## src/rtl/jtdsp16_do_ctrl_pkg.sv

```systemverilog
// jtdsp16_do_ctrl_pkg: shared constants for the DSP16 do/redo loop sequencer
//   DO_N_MSB/DO_N_LSB : loop length field N inside do_data
//   DO_K_MSB/DO_K_LSB : pass count field K inside do_data
//   do_state_e        : sequencer states (DO_IDLE, DO_RUN)
package jtdsp16_do_ctrl_pkg;
    localparam int DO_N_MSB = 10;
    localparam int DO_N_LSB = 7;
    localparam int DO_K_MSB = 6;
    localparam int DO_K_LSB = 0;
    typedef enum logic {
        DO_IDLE = 1'b0,
        DO_RUN  = 1'b1
    } do_state_e;
endpackage

```

## src/rtl/jtdsp16_do_ctrl.sv

```systemverilog
// jtdsp16_do_ctrl: sequencer for the DSP16 "do K { N instructions }" and "redo K" cached loops
//   clk, rst (sync, active high), cen (clock enable for all state and strobes)
//   do_inst / redo_inst / do_data[10:0] : decoded loop instruction, N=do_data[10:7], K=do_data[6:0]
//   stall                               : pipeline hold, freezes loop progress
//   do_start, do_save, do_redo          : accept strobes (combinational in the accept cycle)
//   do_short                            : active loop has N==1
//   do_pc[3:0]                          : offset into the loop body
//   do_out                              : last word of the last pass is issuing
//   busy, nest_err                      : loop running / sticky nested-loop flag
//   Optional macro JTDSP16_DO_ABORT_EN adds input abort, which ends a running loop at once.
module jtdsp16_do_ctrl
    import jtdsp16_do_ctrl_pkg::*;
#(
    parameter int PC_BASE = 1
) (
    input  logic        clk,
    input  logic        rst,
    input  logic        cen,
    input  logic        do_inst,
    input  logic        redo_inst,
    input  logic [10:0] do_data,
    input  logic        stall,
`ifdef JTDSP16_DO_ABORT_EN
    input  logic        abort,
`endif
    output logic        do_start,
    output logic        do_save,
    output logic        do_redo,
    output logic        do_short,
    output logic [3:0]  do_pc,
    output logic        do_out,
    output logic        busy,
    output logic        nest_err
);
    localparam logic [3:0] BASE = 4'(PC_BASE);

    do_state_e  state_q, state_d;
    logic [3:0] pc_q, pc_d, n_q, n_d;
    logic [6:0] k_q, k_d;
    logic       nest_q, nest_d;
    logic [3:0] n_f;
    logic [6:0] k_f;
    logic [3:0] last;
    logic       idle, run, acc_do, acc_redo, adv, at_last, fin, abort_now;

    assign n_f  = do_data[DO_N_MSB:DO_N_LSB];
    assign k_f  = do_data[DO_K_MSB:DO_K_LSB];
    assign idle = state_q == DO_IDLE;
    assign run  = state_q == DO_RUN;
    assign last = BASE + n_q - 4'd1;
    assign at_last = pc_q == last;

    // do wins over redo; a redo needs a previously captured loop length
    assign acc_do   = !rst && cen && idle && do_inst && n_f != 4'd0 && k_f != 7'd0;
    assign acc_redo = !rst && cen && idle && !do_inst && redo_inst && n_q != 4'd0 && k_f != 7'd0;
    assign adv      = !rst && cen && run && !stall;

`ifdef JTDSP16_DO_ABORT_EN
    // abort ends the loop even while stalled
    assign abort_now = !rst && cen && run && abort;
`else
    assign abort_now = 1'b0;
`endif

    assign fin = abort_now || (adv && at_last && k_q == 7'd1);

    always_comb begin
        state_d = state_q;
        pc_d    = pc_q;
        k_d     = k_q;
        n_d     = n_q;
        nest_d  = nest_q;
        if (acc_do || acc_redo) begin
            state_d = DO_RUN;
            pc_d    = BASE;
            k_d     = k_f;
            n_d     = acc_do ? n_f : n_q;
        end else if (fin) begin
            state_d = DO_IDLE;
            pc_d    = 4'd0;
            k_d     = 7'd0;
        end else if (adv) begin
            pc_d = at_last ? BASE : pc_q + 4'd1;
            k_d  = at_last ? k_q - 7'd1 : k_q;
        end
        if (!rst && cen && run && (do_inst || redo_inst))
            nest_d = 1'b1;
    end

    always_ff @(posedge clk) begin
        if (rst) begin
            state_q <= DO_IDLE;
            pc_q    <= 4'd0;
            k_q     <= 7'd0;
            n_q     <= 4'd0;
            nest_q  <= 1'b0;
        end else begin
            state_q <= state_d;
            pc_q    <= pc_d;
            k_q     <= k_d;
            n_q     <= n_d;
            nest_q  <= nest_d;
        end
    end

    assign do_start = acc_do || acc_redo;
    assign do_save  = acc_do;
    assign do_redo  = acc_redo;
    assign do_short = !rst && ((run && n_q == 4'd1) || (acc_do && n_f == 4'd1));
    assign do_pc    = pc_q;
    assign do_out   = fin;
    assign busy     = run;
    assign nest_err = nest_q;
endmodule

```

## config.mk

```make
export PLATFORM = sky130hd
export DESIGN_NAME = jtdsp16_do_ctrl
export DESIGN_NICKNAME = d
export VERILOG_FILES = /design/src/rtl/jtdsp16_do_ctrl_pkg.sv /design/src/rtl/jtdsp16_do_ctrl.sv
export SDC_FILE = /design/constraint.sdc
export NUM_CORES = 1
export LEC_CHECK = 0
export CORE_UTILIZATION = 49
export CTS_BUF_LIST = sky130_fd_sc_hd__clkbuf_2 sky130_fd_sc_hd__clkbuf_4 sky130_fd_sc_hd__clkbuf_8
export CTS_CLUSTER_DIAMETER = 50
export CTS_CLUSTER_SIZE = 12
export DETAILED_ROUTE_END_ITERATION = 16
export HOLD_SLACK_MARGIN = 0.03
export PLACE_DENSITY_LB_ADDON = 0.15
export SYNTH_ARGS = -nofsm -noshare
export SYNTH_HDL_FRONTEND = slang
export SYNTH_SLANG_ARGS = --single-unit
```

## constraint.sdc

```tcl
create_clock -name clk -period 3 [get_ports clk]
set_input_delay 0.6 -clock clk [delete_from_list [all_inputs] [get_ports clk]]
set_output_delay 0.6 -clock clk [all_outputs]
set_load 0.01 [all_outputs]
```

==> metrics.log <==
[metrics] quantity of hold-fixing buffers added after cts: 0
[metrics] Worst Max-Slew Pin Slew: between 0.4 and 0.5 ns
[metrics] Clk Latency, worst-skew pair: 0.29 ns
[metrics] instance count after placement with tap cells included: 181
[metrics] CP arrival: ~2.3 ns
[metrics] Setup Viol. Count Final: 0
[metrics] number of global-route vias before repair: about 960
[metrics] largest net degree at the start of global routing: 21
[metrics] cell class contributing the biggest share of worst-path delay: buffers and inverters
[metrics] number of flip-flops and latches in the synthesized netlist: 17
[metrics] count of pins on the block boundary: 28
[metrics] commonest cells after routing, fill and taps aside: sky130_fd_sc_hd__clkdlybuf4s50_1, sky130_fd_sc_hd__nor2_1, sky130_fd_sc_hd__dfxtp_1, sky130_fd_sc_hd__buf_4, sky130_fd_sc_hd__a21oi_1
[metrics] post-synthesis to final-layout area growth: 38.8%
[metrics] Worst Min Path Start: nest_err$_SDFFE_PP0P_
[metrics] count of different cell masters after synthesis: 40
[metrics] Worst Hold Path EP: nest_err$_SDFFE_PP0P_
[metrics] Max IR drop VDD: roughly 0.28 mV
[metrics] number of inserted diodes: 0
[metrics] sequential area share after synthesis: 33.9%
[metrics] sinks on the clock net: 17
[metrics] maximum capacitance violations: 0
[metrics] leakage power total: 0.546 nW
[metrics] post-synthesis cell count: ~120
[metrics] cts bufs inserted: 3
[metrics] cell area after layout: approximately 1400 um^2
[metrics] die extent in x: between 40 and 50 um
[metrics] fraction of layout cells with a size suffix above 1: between 10% and 20%
[metrics] height of the die: ~47 um
[metrics] Mapped Nets: 141
[metrics] unrepaired setup endpoints after global routing: false
[metrics] cell with the largest stage delay on the worst path: sky130_fd_sc_hd__or4_4
[metrics] initial standard-cell utilization of the core: around 52%
[metrics] DRT iter0 DRCs: 23
[metrics] total number of cells along the worst setup path: 6
[metrics] CTS clock-pin slew for the worst setup and hold paths: 0.10 ns
[metrics] maximum fanout encountered on the critical timing path: 2
[metrics] number of max-slew violations in the final report: 0
[metrics] combined area of all synthesized cells: 1000 um^2
[metrics] Cells on Worst Hold Path: 2
[metrics] remaining routing DRC violations: 0
[metrics] final worst-path cycle share: between 90% and 100%
[metrics] final WL: roughly 2.7 mm
[metrics] final setup skew: around 0.0065 ns
[metrics] buffers from clock root to sink, at most: 2
[metrics] Vias: around 1,100
[metrics] achievable frequency: 0.344 GHz
[metrics] beginning of the critical path: do_data[4]
[metrics] Yosys warning total: 0
[metrics] final worst path period need: a little under 3 ns
[metrics] power density over cell area: around 360 nW/um^2
[metrics] first-pass iteration count of the detailed router: 4
[metrics] sum of buffers and inverters on the critical path: 3
[metrics] status: complete, no violations
[metrics] worst min-delay path class: reg2reg
[metrics] clock tree from TritonCTS: built
[metrics] first-pass GRT wire length: 4.06 mm
[metrics] relative slew slack: roughly 70%
[metrics] critical register-to-register path startpoint: busy$_SDFFE_PP0P_
[metrics] number of flops mapped to enable cells by yosys: 0
[metrics] global route overflow: 0
[metrics] delay of the slowest cell on the worst path: 0.54 ns
[metrics] Setup Crit Path Kind: in2out
[metrics] number of vias per cell after detailed routing: between 5 and 6
[metrics] CORE AREA: 1940 um^2
[metrics] most common cell after layout, fill and taps aside: sky130_fd_sc_hd__clkdlybuf4s50_1
[metrics] drt wl/cell: about 14 um
[metrics] die outline area: about 2200 um^2
[metrics] level count of the clock H-tree: 1
[metrics] Worst R2R End: k_q[5]$_SDFFE_PP0P_
[metrics] mean area per synthesized cell: ~8.3 um^2
[metrics] antenna violations before repair: 0
[metrics] share of flip-flops with an asynchronous set or reset after synthesis: 0%
[metrics] ordered list of cells on the worst path: clkdlybuf4s50_1, or4_4, o41ai_4, buf_4, nor2_1, dlygate4sd2_1
[metrics] total of buffers placed on input and output ports: 27
[metrics] R2R depth: 8
[metrics] Placement Rows: 16
[metrics] nature of the critical path startpoint: primary input
[metrics] area post-placement: approximately 1400 um^2
[metrics] estimated wirelength of the detail-placed design: ~2.1 mm
[metrics] number of nets at the end of the flow: roughly 180
[metrics] master cell of the clock root buffer: sky130_fd_sc_hd__clkbuf_4
[metrics] post-route insts no fill: around 190
[metrics] overall routing resource usage: between 20% and 30%
[metrics] summed negative setup slack over all endpoints: 0 ns
[metrics] GPL Wtd Cong: roughly 0.92
[metrics] setup bufs post-CTS: 0
[metrics] most common flop cell mapped by yosys: sky130_fd_sc_hd__dfxtp_1
[metrics] worst reg2reg setup slack: between 1 and 1.5 ns
[metrics] Final Hold Violating Endpoints: 0
[metrics] kind of end point of the critical path: output port
[metrics] required time worst endpoint: about 2.4 ns
[metrics] remaining antenna violation count: 0
routing by layer:
layer | part of all wire [%] | up-vias | GRT usage (%)
li1 | - | 523 | -
met1 | 42 | 518 | 30.6
met2 | 53 | 27 | 46.6
met3 | 3.2 | 8 | 3.46
met4 | 2.0 | 0 | 11.4
met5 | 0 | - | 0
through the flow:
step	util (%)	power [mW]	setup slack, ns	hold slack [ns]
6_report	71.7	0.496	0.0919	0.459
5_1_grt	71.7	0.519	0.0169	0.492
4_1_cts	71.6	0.498	0.0133	0.460
3_5_place_dp	69.8	0.363	-0.260	0.446
3_3_place_gp	69.8	0.360	-0.228	0.436
2_1_floorplan	-	0.310	0.544	0.463
worst min-delay path, cell delays in order, from the launching register on:
cell                      delay, ns
sky130_fd_sc_hd__dfxtp_1       0.33
sky130_fd_sc_hd__inv_1         0.05
sky130_fd_sc_hd__a21oi_1       0.05
report_power, final:
part	total (mW)	switching (mW)	internal (mW)	leakage [nW]
registers	0.246	0.0112	0.235	0.138
clock network	0.135	0.0742	0.0608	0.0184
logic	0.115	0.0561	0.0591	0.389
total	0.496	0.142	0.355	0.546
cells in the mapped netlist (2+ instances only):
| library cell | instances | area [um^2] |
|---|---|---|
| sky130_fd_sc_hd__nand3_1 | 6 | 30.0 |
| sky130_fd_sc_hd__o21ai_0 | 5 | 25.0 |
| sky130_fd_sc_hd__or4_1 | 4 | 30.0 |
| sky130_fd_sc_hd__xor2_1 | 3 | 26.3 |
| sky130_fd_sc_hd__nor3_1 | 6 | 30.0 |
| sky130_fd_sc_hd__a22oi_1 | 2 | 15.0 |
| sky130_fd_sc_hd__a311oi_1 | 2 | 17.5 |
| sky130_fd_sc_hd__inv_1 | 5 | 18.8 |
| sky130_fd_sc_hd__xnor2_1 | 5 | 43.8 |
| sky130_fd_sc_hd__ha_1 | 3 | 37.5 |
| sky130_fd_sc_hd__a21oi_1 | 7 | 35.0 |
| sky130_fd_sc_hd__nor2_1 | 17 | 63.8 |
| sky130_fd_sc_hd__mux2i_1 | 4 | 40.0 |
| sky130_fd_sc_hd__dfxtp_1 | 17 | 340 |
| sky130_fd_sc_hd__nor4_1 | 2 | 12.5 |
| sky130_fd_sc_hd__nand4_1 | 2 | 12.5 |
| sky130_fd_sc_hd__a211o_1 | 2 | 17.5 |
| sky130_fd_sc_hd__clkbuf_1 | 2 | 7.51 |
| sky130_fd_sc_hd__nand2_1 | 5 | 18.8 |
| sky130_fd_sc_hd__a211oi_1 | 2 | 15.0 |
cell type report:
type	count	area, um^2
inverter	6	22.5
fill	159	549
sequential	17	340
timing repair buffer	37	337
tap	27	33.8
clock buffer	4	30.0
multi-input combinational	94	629
worst max-delay path by stage:
stage | end | slack [ns]
after floorplan | do_short | 0.54
after global placement | do_start | -0.23
after detailed placement | do_start | -0.26
after CTS | do_redo | 0.01
after global routing | do_redo | 0.02
final | do_redo | 0.09
cell families after synthesis:
kind of cell,count (synthesis),share of synthesized area (%)
XOR/XNOR,8,6.98
flip-flops,17,33.9
AO/OA/AOI/OAI,29,20.7
AND/OR/NAND/NOR,50,25.8
adder cells (fa/ha/maj),3,3.74
multiplexers,4,3.99
buffers and inverters,10,4.86
registers in the layout (all words and copies together), names as in the netlist:
name,cells
busy,1
k_q,7
n_q,4
do_pc,4
nest_err,1
what timing repair did:
item,in CTS,in global routing
pin swaps,3,2
gates resized for setup,13,1
endpoints found under the setup margin,4,3
No activity file was read; power rests on OpenSTA's default activity.
